--- config.mk ---
export PLATFORM = sky130hd
export DESIGN_NAME = systolic_sequencer
export DESIGN_NICKNAME = d
export VERILOG_FILES = /design/src/rtl/systolic_sequencer.sv
export SDC_FILE = /design/constraint.sdc
export NUM_CORES = 1
export LEC_CHECK = 0
export CAP_MARGIN = 10
export CORE_UTILIZATION = 53
export CTS_BUF_LIST = sky130_fd_sc_hd__clkbuf_4
export CTS_CLUSTER_SIZE = 16
export DETAILED_ROUTE_END_ITERATION = 8
export PLACE_DENSITY = 0.81
export SETUP_SLACK_MARGIN = 0.5
export SLEW_MARGIN = 15
export SYNTH_ARGS = -nofsm -noshare
export SYNTH_HDL_FRONTEND = slang
export SYNTH_SLANG_ARGS = --single-unit
export TNS_END_PERCENT = 100
--- constraint.sdc ---
create_clock -name clk -period 2.3 [get_ports clk]
set_clock_uncertainty 0.2 [all_clocks]
set_input_delay 0.46 -clock clk [delete_from_list [all_inputs] [get_ports clk]]
set_output_delay 0.46 -clock clk [all_outputs]
set_load 0.01 [all_outputs]
--- src/rtl/systolic_sequencer.sv ---
// Sequencer for the systolic array datapath: loads weights, swaps them in, and streams input rows
// for each tile of a run. It prefetches the next tile's weights during a stream and drains the array at the end.
package Config;
  localparam int sys_rows = 4;
  localparam int sys_cols = 4;
  localparam int A_rows   = 8;
endpackage

module systolic_sequencer #(
  parameter int SYS_ROWS = Config::sys_rows,
  parameter int SYS_COLS = Config::sys_cols,
  parameter int A_ROWS   = Config::A_rows,
  parameter int PIPE_LAT = SYS_ROWS + SYS_COLS,
  parameter int TILE_W   = 8
) (
  input  logic              clk,
  input  logic              rst,
  input  logic              start,
  input  logic [TILE_W-1:0] num_tiles,
  input  logic              w_done,
  input  logic              if_done,
  output logic              w_buffer_read,
  output logic              if_buffer_read,
  output logic              clr_w,
  output logic              clr_if,
  output logic              switch,
  output logic              of_valid,
  output logic              busy,
  output logic              done
);

  // state  | meaning
  // IDLE   | waiting for start
  // LOAD_W | first tile's weights loading, one word per cycle
  // WAIT_W | input rows finished before the prefetched weights did
  // SWITCH | preloaded weights become active
  // STREAM | input rows streaming; next tile's weights prefetching
  // DRAIN  | waiting for the last outputs to leave the array
  // FIN    | done pulse
  typedef enum logic [2:0] {
    IDLE, LOAD_W, WAIT_W, SWITCH, STREAM, DRAIN, FIN
  } state_t;

  state_t              state, state_nxt;
  logic [TILE_W-1:0]   tiles_left, tiles_left_nxt;
  logic                w_ready, w_ready_nxt;
  logic [PIPE_LAT-1:0] of_pipe;
  logic                prefetch;

  assign prefetch = (state == STREAM || state == WAIT_W) && (tiles_left != '0) && !w_ready;

  always_ff @(posedge clk or negedge rst) begin
    if (!rst) begin
      state      <= IDLE;
      tiles_left <= '0;
      w_ready    <= 1'b0;
      of_pipe    <= '0;
    end else begin
      state      <= state_nxt;
      tiles_left <= tiles_left_nxt;
      w_ready    <= w_ready_nxt;
      of_pipe    <= {of_pipe[PIPE_LAT-2:0], if_buffer_read};
    end
  end

  always_comb begin
    state_nxt      = state;
    tiles_left_nxt = tiles_left;
    w_ready_nxt    = w_ready;
    case (state)
      IDLE: begin
        if (start) begin
          if (num_tiles != '0) begin
            tiles_left_nxt = num_tiles;
            state_nxt      = LOAD_W;
          end else begin
            state_nxt = FIN;
          end
        end
      end
      LOAD_W: if (w_done) state_nxt = SWITCH;
      SWITCH: begin
        tiles_left_nxt = tiles_left - TILE_W'(1);
        state_nxt      = STREAM;
      end
      STREAM: begin
        if (prefetch && w_done) w_ready_nxt = 1'b1;
        if (if_done) begin
          if (tiles_left == '0) begin
            state_nxt = DRAIN;
          end else if (w_ready || (prefetch && w_done)) begin
            // a prefetch finishing on the last input row counts as ready
            state_nxt   = SWITCH;
            w_ready_nxt = 1'b0;
          end else begin
            state_nxt = WAIT_W;
          end
        end
      end
      WAIT_W: if (w_done) state_nxt = SWITCH;
      DRAIN:  if (of_pipe[PIPE_LAT-2:0] == '0) state_nxt = FIN;
      FIN:    state_nxt = IDLE;
      default: state_nxt = IDLE;
    endcase
  end

  assign w_buffer_read  = (state == LOAD_W) || prefetch;
  assign if_buffer_read = (state == STREAM);
  assign clr_w          = !w_buffer_read;
  assign clr_if         = !if_buffer_read;
  assign switch         = (state == SWITCH);
  assign of_valid       = of_pipe[PIPE_LAT-1];
  assign busy           = (state != IDLE);
  assign done           = (state == FIN);

  // when a tile is at least as tall as the weight load, the prefetch always wins
  always @(posedge clk) begin
    if (rst && (A_ROWS >= SYS_ROWS)) assert (state != WAIT_W);
  end

endmodule

==> results.toml, run 1 <==
[sta]
worst_endpoint = "clr_w"
worst-ep-kind = "primary output"

[logic_synthesis]
synth_top_family_by_area = "compound AO/OA/AOI/OAI gates"
synthMuxAreaShare_pct = 3.22
ys_async_sr_fraction_pct = 100
synth_compound_area_share_pct = 24.4
synthCells = 109
postSynthAreaPerCell_um2 = 9.98
synth-seq-area-share_pct = 46.0
synth_seq_cells = 20
synthAdderAreaFrac_pct = 1.15
ys.flop_type = "dfrtp_1"
ys_types = 43
synthXorXnorAreaFrac_pct = 0
synth-simple-area-share_pct = 20.8
synth_edf_count = 0
synth_area_mm2 = 0.00109
ys_warn_count = 0
synth_nets = 123

[die]
die_y_um = 47.3
core.rowCount = 16
fp.dieW_um = 47.3
io_pins = 21
start_util_pct = 56.0

[clock_network]
cts_sinks = 20
cts_buffer_depth = 2
h-tree-depth = 1
numCtsBuffers = 3
cts-root-buf = "clkbuf_4"

[status]
toolErrorMsg = "[ERROR DPL-0038] Utilization greater than 100%, impossible to legalize"
lastStage = "global routing (5_1_grt)"
status = "did not finish"

[place]
io_buffers = 20
hpwlAfterDp_um = 2040
placed_area_mm2 = 0.00148
routabilityCongestion = 0.898

[grt]
grt_max_degree = 21
timing repair:
item | in CTS
hold buffers | 0
gates cloned | 0
pin swaps | 15
setup endpoints to repair | 19
resized for setup | 75
buffers inserted | 21
cell usage after synthesis (3+ instances only):
cell	count	area, um2
nor3_1	3	15.0
nand2_1	7	26.3
o21ai_0	3	15.0
a21oi_1	3	15.0
nand3_1	3	15.0
a211oi_1	3	22.5
nor2_1	11	41.3
inv_1	7	26.3
nor4_2	3	37.5
a31oi_1	4	25.0
dfrtp_1	20	500
through the flow:
step	TNS [ns]	cells	utilization, %	hold WS, ns	setup slack, ns
after CTS	-0.122	199	93.6	0.193	-0.0669
after detailed placement	-0.132	174	76.0	0.168	-0.105
after global placement	-0.111	174	76.0	0.160	-0.0920
after floorplan	0	109	-	-0.0356	0.332
cell families after synthesis:
kind of cell             count (synthesis)
AND/OR/NAND/NOR                         38
multiplexers                             3
AO/OA/AOI/OAI                           35
buffers and inverters                   12
flip-flops                              20
adder cells (fa/ha/maj)                  1
==> run 2: changes to the inputs <==
- CORE_AREA: not set -> 2 2 63 65
- CORE_UTILIZATION: 53 -> not set
- CTS_BUF_LIST: sky130_fd_sc_hd__clkbuf_4 -> not set
- CTS_CLUSTER_SIZE: 16 -> not set
- DIE_AREA: not set -> 0 0 65 67
- PLACE_DENSITY: 0.81 -> not set
- PLACE_DENSITY_LB_ADDON: not set -> 0.15
- SETUP_SLACK_MARGIN: 0.5 -> not set
==> results.toml, run 2 <==
[logic_synthesis]
synthCells = 109
synth_area_mm2 = 0.00109
synth_top_family_by_area = "compound AO/OA/AOI/OAI gates"
synth-simple-area-share_pct = 20.8
synth_compound_area_share_pct = 24.4
ys_warn_count = 0
synthXorXnorAreaFrac_pct = 0
synthMuxAreaShare_pct = 3.22
synth_edf_count = 0
synth_seq_cells = 20
yosysTopAreaCell = "dfrtp_1"
ys_types = 43
synthAdderAreaFrac_pct = 1.15
ys_async_sr_fraction_pct = 100
yosysTopAreaCellShare_pct = 46.0
synth_nets = 123
synth-seq-area-share_pct = 46.0
synth_common_cells = "dfrtp_1, nor2_1, inv_1, nand2_1, a31oi_1"
yosysMostFrequentCell = "dfrtp_1"
synth_area_leaders = "dfrtp_1, nor2_1, nor4_2"
postSynthAreaPerCell_um2 = 9.98
ys.flop_type = "dfrtp_1"

[sta]
setup_viol = 1
final-max-slew-violation-count = 0
rsz0062_at_grt = "true"
worst_slack_ns = -0.0103
max_freq_ghz = 0.433
fin_crit_ns = 2.31
final_hold_viol_count = 0
holdWs_ns = 0.183
worst-slew-pin-transition_ns = 0.473
post-route-period-util_pct = 100
slew_headroom_pct = 68.2

[place]
pre_cts_ws_ns = -0.223
routabilityCongestion = 0.859
io_buffers = 20
hpwlAfterDp_um = 2190
placedCellCount = 194

[grt]
grt_util_met1_pct = 19.2
use_met3_pct = 1.52
grt_pass1_vias = 1006
antenna_found_initial = 0
grt_pass1_wl_um = 4800
top_usage_layer = "met2"
grt_max_degree = 21
grt_usage_pct = 14.5
use_met2_pct = 24.2
grt_overflow = 0

[die]
core-area_mm2 = 0.00361
fp.dieArea_mm2 = 0.00436
io_pins = 21
core.rowCount = 22
start_util_pct = 30.2
fp.dieW_um = 65
die_y_um = 67

[layout]
top_regs = "of_pipe (8), tiles_left (8), state (3)"
final_cells = 201
final_common_cell = "buf_4"
drive_gt1_share_pct = 29.4
finalNetCount = 168
antenna_cells = 0
final_cell_mix = "buf_4, dfrtp_1, clkdlybuf4s50_1"
syn_to_final_growth_pct = 48.6

[critical_path]
slowest_stage = "dfrtp_1"
start_kind = "register"
r2r_slack_ns = 0.25
crit_required_ns = 1.64
path_cells = "nor4_4 > nand3_2 > buf_4 > nand2_1 > o22a_1 > buf_2"
worst_r2r_startpoint = "tiles_left[3]"
cp_max_fo = 5
r2r-end = "tiles_left[7]"
critPathKind = "register to output pin"
cpPeakStageDelay_ns = 0.41
critical_path_buf_inv_count = 2
cp-end-kind = "output pin"
arrival_ns = 1.65
ff2ff_path_depth = 5
crit_family = "simple AND/OR/NAND/NOR gates"

[hold_path]
hold_path_class = "register to register"
holdPathEnd = "of_pipe[5]"
hold_depth = 0
hp-start = "of_pipe[4]"

[power]
power_density_mw_per_mm2 = 1360
worst_ir_drop_vdd_uv = 571
cellLeakagePower_nw = 0.701
fin_total_pwr_mw = 2.20

[run]
drv_cap = 0

[clock_network]
path_clk_slew_ns = 0.08
cts-root-buf = "clkbuf_8"
cts_buffer_depth = 2
cts_sinks = 20
cts_hold_buf = 0
numCtsBuffers = 3
h-tree-depth = 1
clk_latency_ns = 0.25
cts_tree = "done"

[route]
post_drt_wl_per_cell_um = 14.1
ant_nets = 0
wl_um = 2840
vias_per_cell = 5.24
first_pass_iters = 4
num_vias = 1054
drcViolationCount = 0
drt-initial-drc-count = 63

[status]
status = "finished with violations"
violations = "setup timing"
==> run 2: layer usage <==
metal	routed length [um]	share of wire, %
met1	1330	47
met2	1420	50
met3	65	2.3
met4	27	0.95
met5	0	0
==> run 2: cell families (layout without fill, tap and decap cells) <==
family | count (synthesis) | count (layout)
flops | 20 | 20
simple gates | 38 | 38
fa+ha+maj | 1 | 1
mux | 3 | 3
buf+inv | 12 | 56
compound gates | 35 | 35
==> run 2: timing repair <==
| action | in CTS | in global routing |
|---|---|---|
| resized for setup | 13 | 5 |
| buffers inserted | 2 | 1 |
| gates cloned | 0 | 0 |
| setup endpoints to repair | 6 | 5 |
| pin swaps | 4 | 3 |
==> run 2: layout make-up <==
cell class | instances | area [um2]
Fill cell | 364 | 1990
Clock inverter | 1 | 30.0
Timing Repair Buffer | 44 | 373
Tap cell | 48 | 60.1
Sequential cell | 20 | 502
Multi-Input combinational cell | 77 | 579
Clock buffer | 3 | 41.3
Inverter | 8 | 30.0
==> run 2: report_power, final <==
group / internal, mW / leakage (nW) / switching, mW
logic: 0.624 / 0.415 / 0.597
registers: 0.507 / 0.250 / 0.121
clock network: 0.232 / 0.0357 / 0.115
total: 1.36 / 0.701 / 0.833
==> run 2: how the worst max path moves through the flow <==
stage                  start  slack, ns  endpoint  depth (start not counted)
4_1_cts        tiles_left[5]      -0.09     clr_w                          6
5_1_grt        tiles_left[5]      -0.13     clr_w                          6
6_report       tiles_left[5]      -0.01     clr_w                          6
2_1_floorplan  tiles_left[3]       0.25     clr_w                          4
3_5_place_dp   tiles_left[3]      -0.22     clr_w                          5
3_3_place_gp   tiles_left[3]      -0.20     clr_w                          5
==> run 2: per-stage QoR <==
stage,cell area (um2),util (%),TNS (ns)
floorplan,1090,-,0
global placement,1490,41.3,-0.367
detailed placement,1490,41.3,-0.352
CTS,1580,43.7,-0.0907
global route,1620,44.8,-0.266
finish,1620,44.8,-0.0103
Note: power is estimated with default switching activity, not from simulation.
==> run 3: changes to the inputs <==
- CAP_MARGIN: 10 -> 20
==> results of run 3 <==
No change in the layout: final DEF, timing and power equal those of run 2.
